### config.mk
export PLATFORM = sky130hd
export DESIGN_NAME = column_slice_drawer
export DESIGN_NICKNAME = d
export VERILOG_FILES = /design/src/rtl/column_slice_drawer.sv
export SDC_FILE = /design/constraint.sdc
export NUM_CORES = 1
export LEC_CHECK = 0
export ABC_CLOCK_PERIOD_IN_PS = 5400
export CORE_MARGIN = 2
export CORE_UTILIZATION = 45
export CTS_BUF_LIST = sky130_fd_sc_hd__clkbuf_2
export DETAILED_ROUTE_END_ITERATION = 8
export PLACE_DENSITY_LB_ADDON = 0.25
export SYNTH_ARGS = -nofsm -noshare
export SYNTH_HDL_FRONTEND = slang
export SYNTH_SLANG_ARGS = --single-unit
export TNS_END_PERCENT = 10
### constraint.sdc
create_clock -name clock -period 5.4 [get_ports clock]
set_input_delay 0.81 -clock clock [delete_from_list [all_inputs] [get_ports clock]]
set_output_delay 0.81 -clock clock [all_outputs]
set_load 0.01 [all_outputs]
### src/rtl/column_slice_drawer.sv
// Draws one vertical column of the raycast view: clamps and centres the projected
// wall height, then plots ceiling / wall / floor colours one row per cycle.
module column_slice_drawer #(
    parameter int          SCREEN_W     = 160,
    parameter int          SCREEN_H     = 120,
    parameter logic [2:0]  CEIL_COLOUR  = 3'b000,
    parameter logic [2:0]  FLOOR_COLOUR = 3'b010
) (
    input  logic               clock,
    input  logic               reset,
    input  logic               in_valid,
    output logic               in_ready,
    input  logic [7:0]         in_column,
    input  logic signed [20:0] in_height,
    input  logic [2:0]         in_colour,
    output logic [7:0]         x,
    output logic [6:0]         y,
    output logic [2:0]         colour,
    output logic               plot,
    output logic               done
);

    typedef enum logic [1:0] {IDLE, CALC, DRAW, DONE} state_t;

    localparam logic [7:0]         SCREEN_W8  = 8'(SCREEN_W);
    localparam logic [7:0]         SCREEN_H8  = 8'(SCREEN_H);
    localparam logic signed [20:0] SCREEN_H_S = 21'(SCREEN_H);
    localparam logic [7:0]         LAST_ROW   = 8'(SCREEN_H - 1);

    state_t             state_r;
    logic [7:0]         column_r;
    logic signed [20:0] height_r;
    logic [2:0]         wall_colour_r;
    logic [7:0]         top_r;
    logic [7:0]         bottom_r;
    logic [7:0]         row_r;

    logic [7:0]         h_s;
    logic [7:0]         top_s;
    logic [7:0]         bottom_s;
    logic [7:0]         row_next_s;

    function automatic logic [2:0] row_colour(input logic [7:0] row,
                                              input logic [7:0] top,
                                              input logic [7:0] bottom,
                                              input logic [2:0] wall);
        if (row < top) begin
            return CEIL_COLOUR;
        end else if (row <= bottom) begin
            return wall;
        end else begin
            return FLOOR_COLOUR;
        end
    endfunction

    // Clamp the latched height and derive the centred wall span.
    always_comb begin
        h_s = 8'd0;
        if (height_r < 21'sd0) begin
            h_s = 8'd0;
        end else if (height_r > SCREEN_H_S) begin
            h_s = SCREEN_H8;
        end else begin
            h_s = height_r[7:0];
        end
        // h = 0 gives bottom = top - 1, i.e. an empty wall span.
        top_s      = (SCREEN_H8 - h_s) >> 1'b1;
        bottom_s   = top_s + h_s - 8'd1;
        row_next_s = row_r + 8'd1;
    end

    // Control FSM with registered plot outputs; row 0 is issued from CALC.
    always_ff @(posedge clock) begin
        if (reset) begin
            state_r       <= IDLE;
            in_ready      <= 1'b1;
            plot          <= 1'b0;
            done          <= 1'b0;
            x             <= 8'd0;
            y             <= 7'd0;
            colour        <= 3'd0;
            row_r         <= 8'd0;
            column_r      <= 8'd0;
            height_r      <= 21'sd0;
            wall_colour_r <= 3'd0;
            top_r         <= 8'd0;
            bottom_r      <= 8'd0;
        end else begin
            case (state_r)
                IDLE: begin
                    plot <= 1'b0;
                    done <= 1'b0;
                    if (in_valid) begin
                        column_r      <= in_column;
                        height_r      <= in_height;
                        wall_colour_r <= in_colour;
                        in_ready      <= 1'b0;
                        state_r       <= CALC;
                    end else begin
                        in_ready <= 1'b1;
                    end
                end
                CALC: begin
                    top_r    <= top_s;
                    bottom_r <= bottom_s;
                    if (column_r >= SCREEN_W8) begin
                        done    <= 1'b1;
                        state_r <= DONE;
                    end else begin
                        row_r   <= 8'd0;
                        x       <= column_r;
                        y       <= 7'd0;
                        colour  <= row_colour(8'd0, top_s, bottom_s, wall_colour_r);
                        plot    <= 1'b1;
                        state_r <= DRAW;
                    end
                end
                DRAW: begin
                    if (row_r == LAST_ROW) begin
                        plot    <= 1'b0;
                        done    <= 1'b1;
                        state_r <= DONE;
                    end else begin
                        row_r  <= row_next_s;
                        y      <= row_next_s[6:0];
                        colour <= row_colour(row_next_s, top_r, bottom_r, wall_colour_r);
                    end
                end
                DONE: begin
                    done     <= 1'b0;
                    plot     <= 1'b0;
                    in_ready <= 1'b1;
                    state_r  <= IDLE;
                end
                default: begin
                    done     <= 1'b0;
                    plot     <= 1'b0;
                    in_ready <= 1'b1;
                    state_r  <= IDLE;
                end
            endcase
        end
    end

endmodule

# ---- Word-level counts from Yosys, hierarchy flattened
# Index checks and enable logic that the tools add are counted.
# Widths: inputs -> output; s select.
dict set report word_totals {
  reg_bits 78
  in_bits 35
  output_inout_bits 21
  word_cells 71
}
dict set report classes {
  add_sub_neg 4
  order_cmp 7
  eq_ne 9
  n_mux 27
  bitwise 1
  n_reduce_logical 10
}
# cell count
set ops {}
lappend ops {{$mux 8} 4}
lappend ops {{$gt 21x8->1 const B} 1}
lappend ops {{$lt 21x1->1 const B} 1}
lappend ops {{$mux 3} 6}
lappend ops {{$pmux 8 s2} 1}
lappend ops {{$mux 7} 2}
lappend ops {{$pmux 7 s2} 1}
lappend ops {{$ne 2x2->1 const B} 5}
lappend ops {{$reduce_and 2->1} 5}
lappend ops {{$add 7x8->8} 1}
lappend ops {{$add 8x1->8 const B} 1}
lappend ops {{$eq 8x7->1 const B} 1}
lappend ops {{$ge 8x8->1 const B} 1}
lappend ops {{$le 1x8->1 const A} 1}
lappend ops {{$le 8x8->1} 1}
lappend ops {{$lt 8x7->1} 1}
lappend ops {{$pmux 2 s4} 1}
lappend ops {{$sub 7x8->8 const A} 1}
lappend ops {{$sub 8x1->8 const B} 1}
lappend ops {{$lt 1x7->1 const A} 1}
lappend ops {{$mux 1} 6}
lappend ops {{$pmux 1 s3} 2}
lappend ops {{$pmux 3 s2} 1}
lappend ops {{$eq 2x2->1 const B} 2}
lappend ops {{8 further kinds} 10}

# ---- Longest topological paths before layout
# Gate-level depths: netlist (run 1).
dict set report logic_depth {
  ltp_word 11
  mapped_depth 20
  ltp_nobuf 19
}

# ---- Worst setup path after synthesis (run 1)
# No wires, ideal clock.
dict set report synth_timing {
  path_type {reg-to-reg}
  startpoint {register height_r[7]}
  endpoint {register bottom_r[6]}
  setup_time_ns 0.106
  t_arrival_ns 3.694
  required_time_ns 5.294
  setup_slack_ns 1.600
  path_stages_with_launch 21
  n_path_buf 1
  period_less_slack_ns 3.800
  cell_sequence {dfxtp_1 > nor4_1 > and4_1 > o21ai_0 > nor2_1 > nand2_1 > ha_1 > clkbuf_1 > o31ai_1 > nand2_1 > o21ai_0 > a21oi_1 > ha_1 > inv_1 > ha_1 > a21o_1 > a21o_1 > a21o_1 > a21oi_1 > or4b_2 > o311ai_0}
}
dict set report synth_via {
  elab_chain_cells 6
  word_cells_on_any_way 7
  classes_between {add/sub: 3; order compare: 2; mux: 2}
}
# element line
set synth_lines {}
lappend synth_lines {{from (decl)} 32} ;# logic signed [20:0] height_r;
lappend synth_lines {{from (signal assigned)} 95} ;# height_r <= in_height;
lappend synth_lines {{$gt 21x8->1} 61} ;# end else if (height_r > SCREEN_H_S) begin
lappend synth_lines {{$mux 8} 61}
lappend synth_lines {{$mux 8 *} 59} ;# if (height_r < 21'sd0) begin
lappend synth_lines {{$sub 7x8->8} 67} ;# top_s = (SCREEN_H8 - h_s) >> 1'b1;
lappend synth_lines {{$add 7x8->8 *} 68} ;# bottom_s = top_s + h_s - 8'd1;
lappend synth_lines {{$sub 8x1->8 *} 68}
lappend synth_lines {{to (signal assigned)} 105} ;# bottom_r <= bottom_s;
lappend synth_lines {{to (decl)} 35} ;# logic [7:0] bottom_r;
# Every way passes the cells marked *; elsewhere a longest branch is shown, timed or not.
# A chain may end at the register's enable or synchronous reset.

# ---- Final worst setup path (run 1)
# Same ends and word-level chain as after synthesis.

==> key figures, run 1 <==
Floorplan
  – Die W: 97.0 µm
  – Initial Util: 46.9%
  – Die height: 97.0 µm
  – Die area: 9400 µm²
  – Top Ports: 56
  – Core Footprint: 8300 µm²
  – Std cell rows: 33

Global routing
  – GR Util All Layers: 19.1%
  – Vias in the first global route: 3222
  – First-pass GRT wire length: 15.0 mm
  – Largest net degree at the start of global routing: 53
  – Grt ovf: 0
  – Initial antenna violation count: 0

Place
  – Routability cong.: 0.861
  – Placed inst area: 4430 µm²
  – Port bufs: 55
  – Final HPWL DP: 6.33 mm

Clock tree
  – Clk slew on worst S/H paths: 210 ps
  – CTS Buffer Depth: 2
  – CTS Sinks: 71
  – Num CTS Buffers: 9
  – CTS tree: done
  – Post-CTS Hold Fix Bufs: 0
  – Post-CTS Setup Repair Bufs: 0
  – Root Buffer: clkbuf_2
  – # resized after CTS: 0
  – H-tree Lvls: 3
  – Worst-Skew Late Latency: 530 ps

Yosys
  – Main flop type after synthesis: dfxtp_1
  – Avg Cell Area, Syn: 7.84 µm²
  – Yosys top cell area share: 36.5%
  – Cell area after synthesis: 3890 µm²
  – Syn_nets: 563
  – Commonest cells post-synth: 97 x nand2_1, 71 x dfxtp_1, 60 x a21oi_1
  – Most common cell in the netlist: nand2_1
  – Synth warn: 0
  – EDFF count, synth: 0
  – Share of async-settable or async-resettable flops after synthesis: 0%
  – Synth unique cells: 53
  – Dominant cell type by area after synthesis: dfxtp_1
  – #FFs+latches synth: 71
  – Top cells by area, synth: dfxtp_1 37%, ha_1 10%, nand2_1 9.4%
  – Cells after Synth: 496
  – Sequential cell area fraction in the yosys report: 36.5%

Timing
  – Tmin final: 4260 ps
  – Unrepaired setup endpoints after global routing: false
  – Slew margin rel.: 28.6%
  – Pins Over Slew Limit: 0
  – Endpoints failing hold: 0
  – Final setup violation count: 0
  – Maximum clock rate: 235 MHz
  – Worst-margin pin slew: 1070 ps
  – Period utilization: 79.0%
  – Fin Setup TNS: 0 ps
  – Worst Skew: 27.6 ps

Route
  – Iter 0 DRT Violations: 95
  – DRC errors left: 0
  – Via Count: 3404
  – ANT nets after route: 0
  – DR vias/cell: 5.31
  – WL final: 8.64 mm
  – DRT Pass-1 Iters: 4
  – Wire per inst: 13.5 µm

Finish
  – Area occupied by multi-input gates: 2220 µm²
  – Final non-filler cell area: 4530 µm²
  – Final nets: 598
  – Area grow syn2layout: 16.6%
  – Reg area: 1420 µm²
  – FILL cells: 768
  – Share of cells above drive strength 1: 4.85%
  – Antenna diode count: 0

Worst setup path
  – Top Family by Delay on Critical Path: simple AND/OR/NAND/NOR gates
  – Startpoint class of the critical path: flop
  – Crit path largest cell delay: 610 ps
  – CP max stage cell: or4b_2
  – Cell Chain, Critical Path: nor4_1 -> and4_1 -> o21ai_0 -> nor2_1 -> nand2_1 -> ha_1 -> o31ai_1 -> nand2_1 -> o21ai_0 -> a21oi_1 -> ha_1 -> inv_1 -> ha_1 -> a21o_1 -> a21o_1 -> a21o_1 -> a21oi_1 -> or4b_2 -> o311ai_0
  – Setup CP Type: reg -> reg
  – Worst EP required: 5820 ps
  – Worst Setup End Kind: flop
  – WP buf/inv: 1
  – CP arrival: 4690 ps
  – CP max FO: 8

Power and ir drop
  – Maximum VDD drop: 0.220 mV
  – Psw: 966 µW
  – Clock power frac: 13.5%
  – Power per Cell Area: 477 nW/µm²
  – Sw Share: 44.6%
  – Flop pwr share: 33.7%
  – Pint: 1.20 mW
  – Combinational Power Share: 52.8%
  – P_leak: 1.76 nW

Outcome
  – Outcome: finished, final reports clean

Hold path
  – Hold Crit Class: reg -> reg

Flow run
  – Max-cap violations: 0
metrics by stage:
stage                     utilization, %  cells  setup WS, ps  power (mW)  hold slack, ps
after global placement              53.3    625          1320        1.86             443
after global routing                54.6    641           752        2.37             487
final                               54.6    641          1140        2.16             472
after detailed placement            53.3    625          1200        1.88             447
after floorplan                        -    496          1600        1.60             436
after CTS                           54.6    641          1150        2.18             472
power by group through the flow:
stage          combinational [mW]  clock (mW)  sequential [mW]
2_1_floorplan               0.878           0            0.723
3_3_place_gp                 1.12           0            0.738
3_5_place_dp                 1.14           0            0.743
4_1_cts                      1.15       0.300            0.730
5_1_grt                      1.30       0.327            0.748
6_report                     1.14       0.292            0.730
cells in the final DEF, fill, tap and decap left out, types with 4 or more instances in the layout:
cell             instances
nand2_1                 97
dfxtp_1                 71
a21oi_1                 60
clkdlybuf4s50_1         54
nor2_1                  43
ha_1                    31
inv_1                   24
o21ai_0                 15
nand3_1                 12
nor3_1                  11
nor2b_1                 10
clkbuf_2                 9
a211oi_1                 8
xnor2_1                  7
mux2i_1                  7
nand4_1                  5
xor2_1                   5
nor4_1                   4
nand2b_1                 4
a21o_1                   4
final cells by class:
class,count,area share (%)
multi-input combinational,368,49.0
inverter,24,1.99
sequential,71,31.3
timing repair buffer,57,12.4
clock buffer,9,0.993
tap,105,2.90
clock inverter,7,1.38
cells by family (layout without fill, tap and decap cells):
family / Yosys count / count (layout) / share of synthesized area (%)
AOI/OAI and AO/OA: 114 / 114 / 18.0
xor gates and xnor gates: 12 / 12 / 2.70
adders and majority gates: 32 / 32 / 10.5
buffers and inverters: 57 / 97 / 6.30
DFF: 71 / 71 / 36.5
muxes: 8 / 8 / 2.09
and+or+nand+nor: 202 / 202 / 23.9
registers in the layout, summed over array words and instances, names as in the netlist:
signal         cells
column_r           8
in_ready           1
wall_colour_r      3
state_r            2
row_r              2
colour             3
y                  6
bottom_r           8
plot               1
height_r          21
top_r              7
done               1
x                  8
worst register-to-register path, stage by stage (launching register included):
cell and delay (ps):
dfxtp_1 360, nor4_1 350, and4_1 370, o21ai_0 150, nor2_1 260, nand2_1 150
ha_1 310, o31ai_1 100, nand2_1 100, o21ai_0 90, a21oi_1 110, ha_1 290
inv_1 70, ha_1 280, a21o_1 100, a21o_1 150, a21o_1 130, a21oi_1 70
or4b_2 610, o311ai_0 120
path summary, 6_finish.rpt:
kind | slack, ps | endpoint | cells past startpoint | from
min | 470 | height_r[8] | 2 | height_r[8]
max | 1140 | bottom_r[6] | 19 | height_r[7]
min reg2reg | 470 | height_r[8] | 2 | height_r[8]
max reg2reg | 1140 | bottom_r[6] | 19 | height_r[7]
metal layers:
layer | GRT usage, % | up-vias | share of wire (%)
met2 | 30.8 | 60 | 45
met5 | 0 | - | 0
met4 | 6.07 | 0 | 1.4
met3 | 4.55 | 10 | 3.7
li1 | - | 1764 | -
met1 | 25.3 | 1570 | 50
Power figures use the tool's default switching activity.
==> run 2: changes to the inputs <==
- ABC_CLOCK_PERIOD_IN_PS: 5400 -> 3900
- clock period: 5.4 -> 3.9 ns (I/O delays scaled with it)
==> key figures, run 2 (synthesis results as in run 1) <==
Outcome
  – Outcome: finished, final reports clean

Worst setup path
  – Startpoint class of the critical path: flop
  – R2r setup slk: 200 ps (-940 ps)
  – Worst EP required: 4330 ps (-1490 ps)
  – R2R Path Start: height_r[10]
  – Critical path endpoint: bottom_r[7]
  – Setup CP Type: reg -> reg
  – Crit path launch: height_r[10]
  – CP max FO: 7 (-1)
  – Reg2Reg Depth: 20 (+1)
  – Worst R2R End: bottom_r[7]
  – CP arrival: 4130 ps (-560 ps)
  – Worst Setup End Kind: flop

Timing
  – Maximum clock rate: 270 MHz (+15%)
  – Worst Skew: 35.9 ps (+8.35 ps)
  – Tmin final: 3700 ps (-559 ps)
  – Period utilization: 95.0% (+16 points)
  – Endpoints failing hold: 0 (unchanged)
  – Pins Over Slew Limit: 0 (unchanged)
  – Slew margin rel.: 29.5% (+0.86 points)
  – Unrepaired setup endpoints after global routing: true
  – Final setup violation count: 0 (unchanged)
  – Worst-margin pin slew: 1060 ps (-10.4 ps)

Clock tree
  – Post-CTS Hold Fix Bufs: 0 (unchanged)
  – CTS Sinks: 71 (unchanged)
  – Worst-Skew Late Latency: 510 ps (-20 ps)
  – Root Buffer: clkbuf_2
  – CTS Buffer Depth: 2 (unchanged)
  – CTS tree: done
  – H-tree Lvls: 3 (unchanged)
  – Num CTS Buffers: 9 (unchanged)
  – Clk slew on worst S/H paths: 220 ps (about the same)

Place
  – Placed inst area: 4550 µm² (+2.9%)
  – Port bufs: 55 (unchanged)
  – Final HPWL DP: 6.47 mm (+2.2%)
  – Routability cong.: 0.861 (about the same)

Floorplan
  – Die area: 9400 µm² (unchanged)
  – Die W: 97.0 µm (unchanged)
  – Std cell rows: 33 (unchanged)
  – Top Ports: 56 (unchanged)
  – Die height: 97.0 µm (unchanged)
  – Core Footprint: 8300 µm² (unchanged)
  – Initial Util: 46.9% (unchanged)

Finish
  – Share of cells above drive strength 1: 11.1% (+6.2 points)
  – Largest Register: height_r
  – Final non-filler cell area: 4800 µm² (+5.9%)
  – Area grow syn2layout: 23.4%
  – Most common cell after layout, fill and taps aside: nand2_1
  – Area occupied by multi-input gates: 2300 µm² (+3.6%)
  – Reg area: 1430 µm² (+0.26%)
  – Largest register FFs: 21 (unchanged)
  – Most frequent cells in the layout: 96 x nand2_1, 68 x dfxtp_1, 58 x a21oi_1, 54 x clkdlybuf4s50_1, 43 x nor2_1
  – FILL cells: 756 (-1.6%)
  – Final nets: 621 (+3.8%)
  – Antenna diode count: 0 (unchanged)

Route
  – Wire per inst: 13.2 µm (-2.0%)
  – DRC errors left: 0 (unchanged)
  – Iter 0 DRT Violations: 142 (+49%)
  – DRT Pass-1 Iters: 5 (+1)
  – ANT nets after route: 0 (unchanged)
  – WL final: 8.76 mm (+1.5%)
  – Via Count: 3460 (+1.6%)
  – DR vias/cell: 5.21 (-1.9%)

Power and ir drop
  – Sw Share: 41.9% (-2.7 points)
  – Pint: 1.88 mW (+57%)
  – Psw: 1.36 mW (+41%)
  – Maximum VDD drop: 0.310 mV (+41%)
  – Flop pwr share: 30.8% (-2.9 points)
  – Combinational Power Share: 56.1% (+3.3 points)
  – Clock power frac: 13.2% (-0.3 points)
  – Total power draw: 3.24 mW (+50%)
  – P_leak: 1.92 nW (+8.9%)
  – Power per Cell Area: 675 nW/µm² (+41%)

Global routing
  – Grt ovf: 0 (unchanged)
  – GR Util All Layers: 19.6% (+0.49 points)
  – Initial antenna violation count: 0 (unchanged)
  – First-pass GRT wire length: 15.4 mm (+3.1%)
  – Largest net degree at the start of global routing: 51 (-3.8%)
  – Vias in the first global route: 3397 (+5.4%)

Flow run
  – Max-cap violations: 0 (unchanged)

Hold path
  – Hold depth: 2 (unchanged)
  – Hold Crit Class: reg -> reg
  – HP Start: height_r[14]
run 2: worst min path at each step:
| stage | end | slack, ps |
|---|---|---|
| 2_1_floorplan | height_r[15] | 440 |
| 3_3_place_gp | height_r[16] | 440 |
| 3_5_place_dp | height_r[14] | 450 |
| 4_1_cts | y[3] | 460 |
| 5_1_grt | y[3] | 470 |
| 6_report | height_r[14] | 470 |
run 2: power groups by stage:
stage	registers, mW	logic [mW]	clock network [mW]
5_1_grt	1.02	2.06	0.475
6_report	0.998	1.82	0.426
3_3_place_gp	1.00	1.69	0
4_1_cts	0.999	1.78	0.441
3_5_place_dp	1.01	1.73	0
2_1_floorplan	1.00	1.22	0
run 2: metal layers:
layer | wire length [µm] | GRT usage (%) | share of wire [%]
met1 | 4270 | 25.4 | 49
met2 | 4100 | 33.2 | 47
met3 | 334 | 5.13 | 3.8
met4 | 56 | 3.68 | 0.64
met5 | 0 | 0 | 0
run 2: through the flow:
| stage | worst slack (ps) | hold WS [ps] | setup TNS (ps) | util [%] | std cells |
|---|---|---|---|---|---|
| global placement | 42.2 | 442 | 0 | 54.9 | 642 |
| finish | 196 | 468 | 0 | 57.9 | 664 |
| global route | -78.4 | 471 | -78.4 | 57.9 | 664 |
| CTS | 53.7 | 464 | 0 | 57.3 | 662 |
| detailed placement | -68.3 | 448 | -91.9 | 54.9 | 642 |
| floorplan | 99.6 | 436 | 0 | - | 496 |
run 2: area by class of cell:
| cell class | count | share of cell area, % |
|---|---|---|
| Sequential cell | 71 | 29.7 |
| Inverter | 24 | 1.88 |
| Clock buffer | 10 | 1.04 |
| Tap cell | 105 | 2.74 |
| Multi-Input combinational cell | 368 | 48.0 |
| Clock inverter | 6 | 1.43 |
| Timing Repair Buffer | 80 | 15.3 |
run 2: critical path, stage by stage, from the launching register on:
cell and delay, ps:
dfxtp_2 380, nor4_4 280, and4_1 260, o21ai_1 90, nor2_1 150, buf_4 160, nand2_4 60, ha_4 190
o31ai_1 60, nand2_1 120, o21ai_2 80, a21oi_2 80, ha_1 280, inv_1 70, fa_1 460, a21o_1 220
a21oi_2 150, o21bai_1 70, a21oi_1 170, xnor2_1 80, a211oi_1 220
run 2: timing repair:
action / in CTS / in global routing
pin swaps: 6 / 8
resized for setup: 10 / 11
setup buffers: 4 / 2
setup endpoints to repair: 2 / 3
==> run 3: changes to the inputs <==
- CTS_BUF_LIST: sky130_fd_sc_hd__clkbuf_2 -> sky130_fd_sc_hd__clkbuf_4 sky130_fd_sc_hd__clkbuf_8 sky130_fd_sc_hd__clkbuf_16
==> key figures, run 3 (synthesis results as in run 1) <==
Floorplan
  – Top Ports: 56 (unchanged)
  – Die area: 9400 µm² (unchanged)
  – Die W: 97.0 µm (unchanged)
  – Std cell rows: 33 (unchanged)
  – Initial Util: 46.9% (unchanged)
  – Die height: 97.0 µm (unchanged)
  – Core Footprint: 8300 µm² (unchanged)

Global routing
  – Initial antenna violation count: 0 (unchanged)
  – GR Util All Layers: 19.6% (about the same)
  – First-pass GRT wire length: 15.4 mm (-0.54%)
  – Largest net degree at the start of global routing: 51 (unchanged)
  – Grt ovf: 0 (unchanged)
  – Vias in the first global route: 3386 (-0.32%)

Timing
  – Worst-margin pin slew: 1070 ps (+15.3 ps)
  – Period utilization: 95.3% (+0.35 points)
  – Worst Skew: 16.1 ps (-19.8 ps)
  – Final setup violation count: 0 (unchanged)
  – Endpoints failing hold: 0 (unchanged)
  – Fin Setup TNS: 0 ps (unchanged)
  – Pins Over Slew Limit: 0 (unchanged)
  – Slew margin rel.: 28.5% (-1.0 points)
  – Tmin final: 3720 ps (+13.6 ps)
  – Maximum clock rate: 269 MHz (-0.37%)

Finish
  – Largest register FFs: 21 (unchanged)
  – Most frequent cells in the layout: 95 x nand2_1, 70 x dfxtp_1, 58 x a21oi_1, 54 x clkdlybuf4s50_1, 42 x nor2_1
  – Area grow syn2layout: 25.1%
  – Largest Register: height_r
  – Share of cells above drive strength 1: 10.9% (-0.16 points)
  – Antenna diode count: 0 (unchanged)
  – Final nets: 620 (-0.16%)
  – FILL cells: 740 (-2.1%)
  – Most common cell after layout, fill and taps aside: nand2_1

Clock tree
  – Worst-Skew Late Latency: 350 ps (-160 ps)
  – Clk slew on worst S/H paths: 80 ps (-140 ps)
  – CTS Sinks: 71 (unchanged)
  – Post-CTS Hold Fix Bufs: 0 (unchanged)
  – H-tree Lvls: 3 (unchanged)
  – CTS tree: done
  – Root Buffer: clkbuf_8
  – Num CTS Buffers: 9 (unchanged)
  – CTS Buffer Depth: 2 (unchanged)

Worst setup path
  – CP arrival: 3970 ps (-160 ps)
  – Worst EP required: 4150 ps (-180 ps)
  – Cell Chain, Critical Path: nor4_2 -> and4_1 -> o21ai_2 -> nor2_4 -> nand2_2 -> ha_4 -> buf_4 -> o21ai_2 -> a21oi_2 -> ha_1 -> inv_1 -> ha_1 -> a21o_1 -> a21o_1 -> a21o_1 -> a21oi_1 -> or4b_2 -> o311ai_2
  – Setup CP Type: reg -> reg
  – CP most frequent cell: a21o_1
  – Top Family by Delay on Critical Path: simple AND/OR/NAND/NOR gates
  – CP max stage cell: or4b_2
  – CP max FO: 7 (unchanged)
  – Worst Setup End Kind: flop
  – WP buf/inv: 2 (unchanged)
  – Crit path largest cell delay: 630 ps (+170 ps)
  – Startpoint class of the critical path: flop

Place
  – Final HPWL DP: 6.47 mm (unchanged)
  – Routability cong.: 0.861 (unchanged)
  – Port bufs: 55 (unchanged)

Power and ir drop
  – P_leak: 1.93 nW (+0.42%)
  – Total power draw: 3.41 mW (+5.2%)
  – Power per Cell Area: 701 nW/µm² (+3.8%)
  – Maximum VDD drop: 0.350 mV (+13%)

Flow run
  – Max-cap violations: 0 (unchanged)

Route
  – ANT nets after route: 0 (unchanged)
  – Iter 0 DRT Violations: 150 (+5.6%)
  – DR vias/cell: 5.22 (about the same)
  – DRC errors left: 0 (unchanged)
  – WL final: 8.92 mm (+1.8%)
  – Via Count: 3458 (-0.058%)
  – Wire per inst: 13.5 µm (+2.0%)
  – DRT Pass-1 Iters: 4 (-1)

Hold path
  – Hold Crit Class: reg -> reg

Outcome
  – Outcome: finished, final reports clean
==> run 3: cell count changes in the layout (fill, tap and decap cells not counted), sizes merged <==
cell and delta:
buf -1
==> run 3: worst paths after layout <==
check | slack (ps) | cells past startpoint | to | from
max | 180 | 18 | bottom_r[6] | height_r[16]
min reg2reg | 460 | 2 | height_r[14] | height_r[14]
max reg2reg | 180 | 18 | bottom_r[6] | height_r[16]
min | 460 | 2 | height_r[14] | height_r[14]
==> run 3: cell type report <==
cell class	instances	area (µm²)	area share [%]
clock inverters	6	68.8	1.41
repair buffers	79	726	14.9
flip-flops and latches	71	1420	29.2
multi-input cells	368	2300	47.2
clock buffers	10	131	2.70
well taps	105	131	2.70
inverters	24	90.1	1.85
==> run 3: per-layer routing <==
layer | vias to the layer above | wire length [µm] | global-route usage (%)
li1 | 1809 | - | -
met1 | 1578 | 4410 | 25.2
met2 | 67 | 4150 | 33.2
met3 | 4 | 310 | 4.70
met4 | 0 | 54 | 4.66
met5 | - | 0 | 0
==> run 3: tightest hold or removal path, stage by stage, from the launching register on <==
cell	delay, ps
dfxtp_1	320
nand2_1	50
a21oi_1	50
==> run 3: power breakdown <==
part	switching [mW]	leakage, nW	internal (mW)
clock	0.286	0.100	0.306
sequential	0.108	0.581	0.886
combinational	0.989	1.25	0.835
total	1.38	1.93	2.03
==> run 3: stage by stage <==
stage	hold slack [ps]	utilization [%]	setup WS, ps	std cells	cell area [µm²]
final	457	58.6	182	663	4870
after global routing	477	58.6	-25.3	663	4870
after floorplan	436	-	99.6	496	3890
after CTS	461	57.7	1.05	660	4780
after global placement	442	54.9	42.2	642	4550
after detailed placement	448	54.9	-68.3	642	4550
==> run 3: timing repair <==
| action | in CTS | in global routing |
|---|---|---|
| cloned | 0 | 0 |
| pin swaps | 3 | 9 |
| gates resized for setup | 3 | 16 |
| setup buffers | 2 | 3 |
| setup endpoints to repair | 2 | 4 |
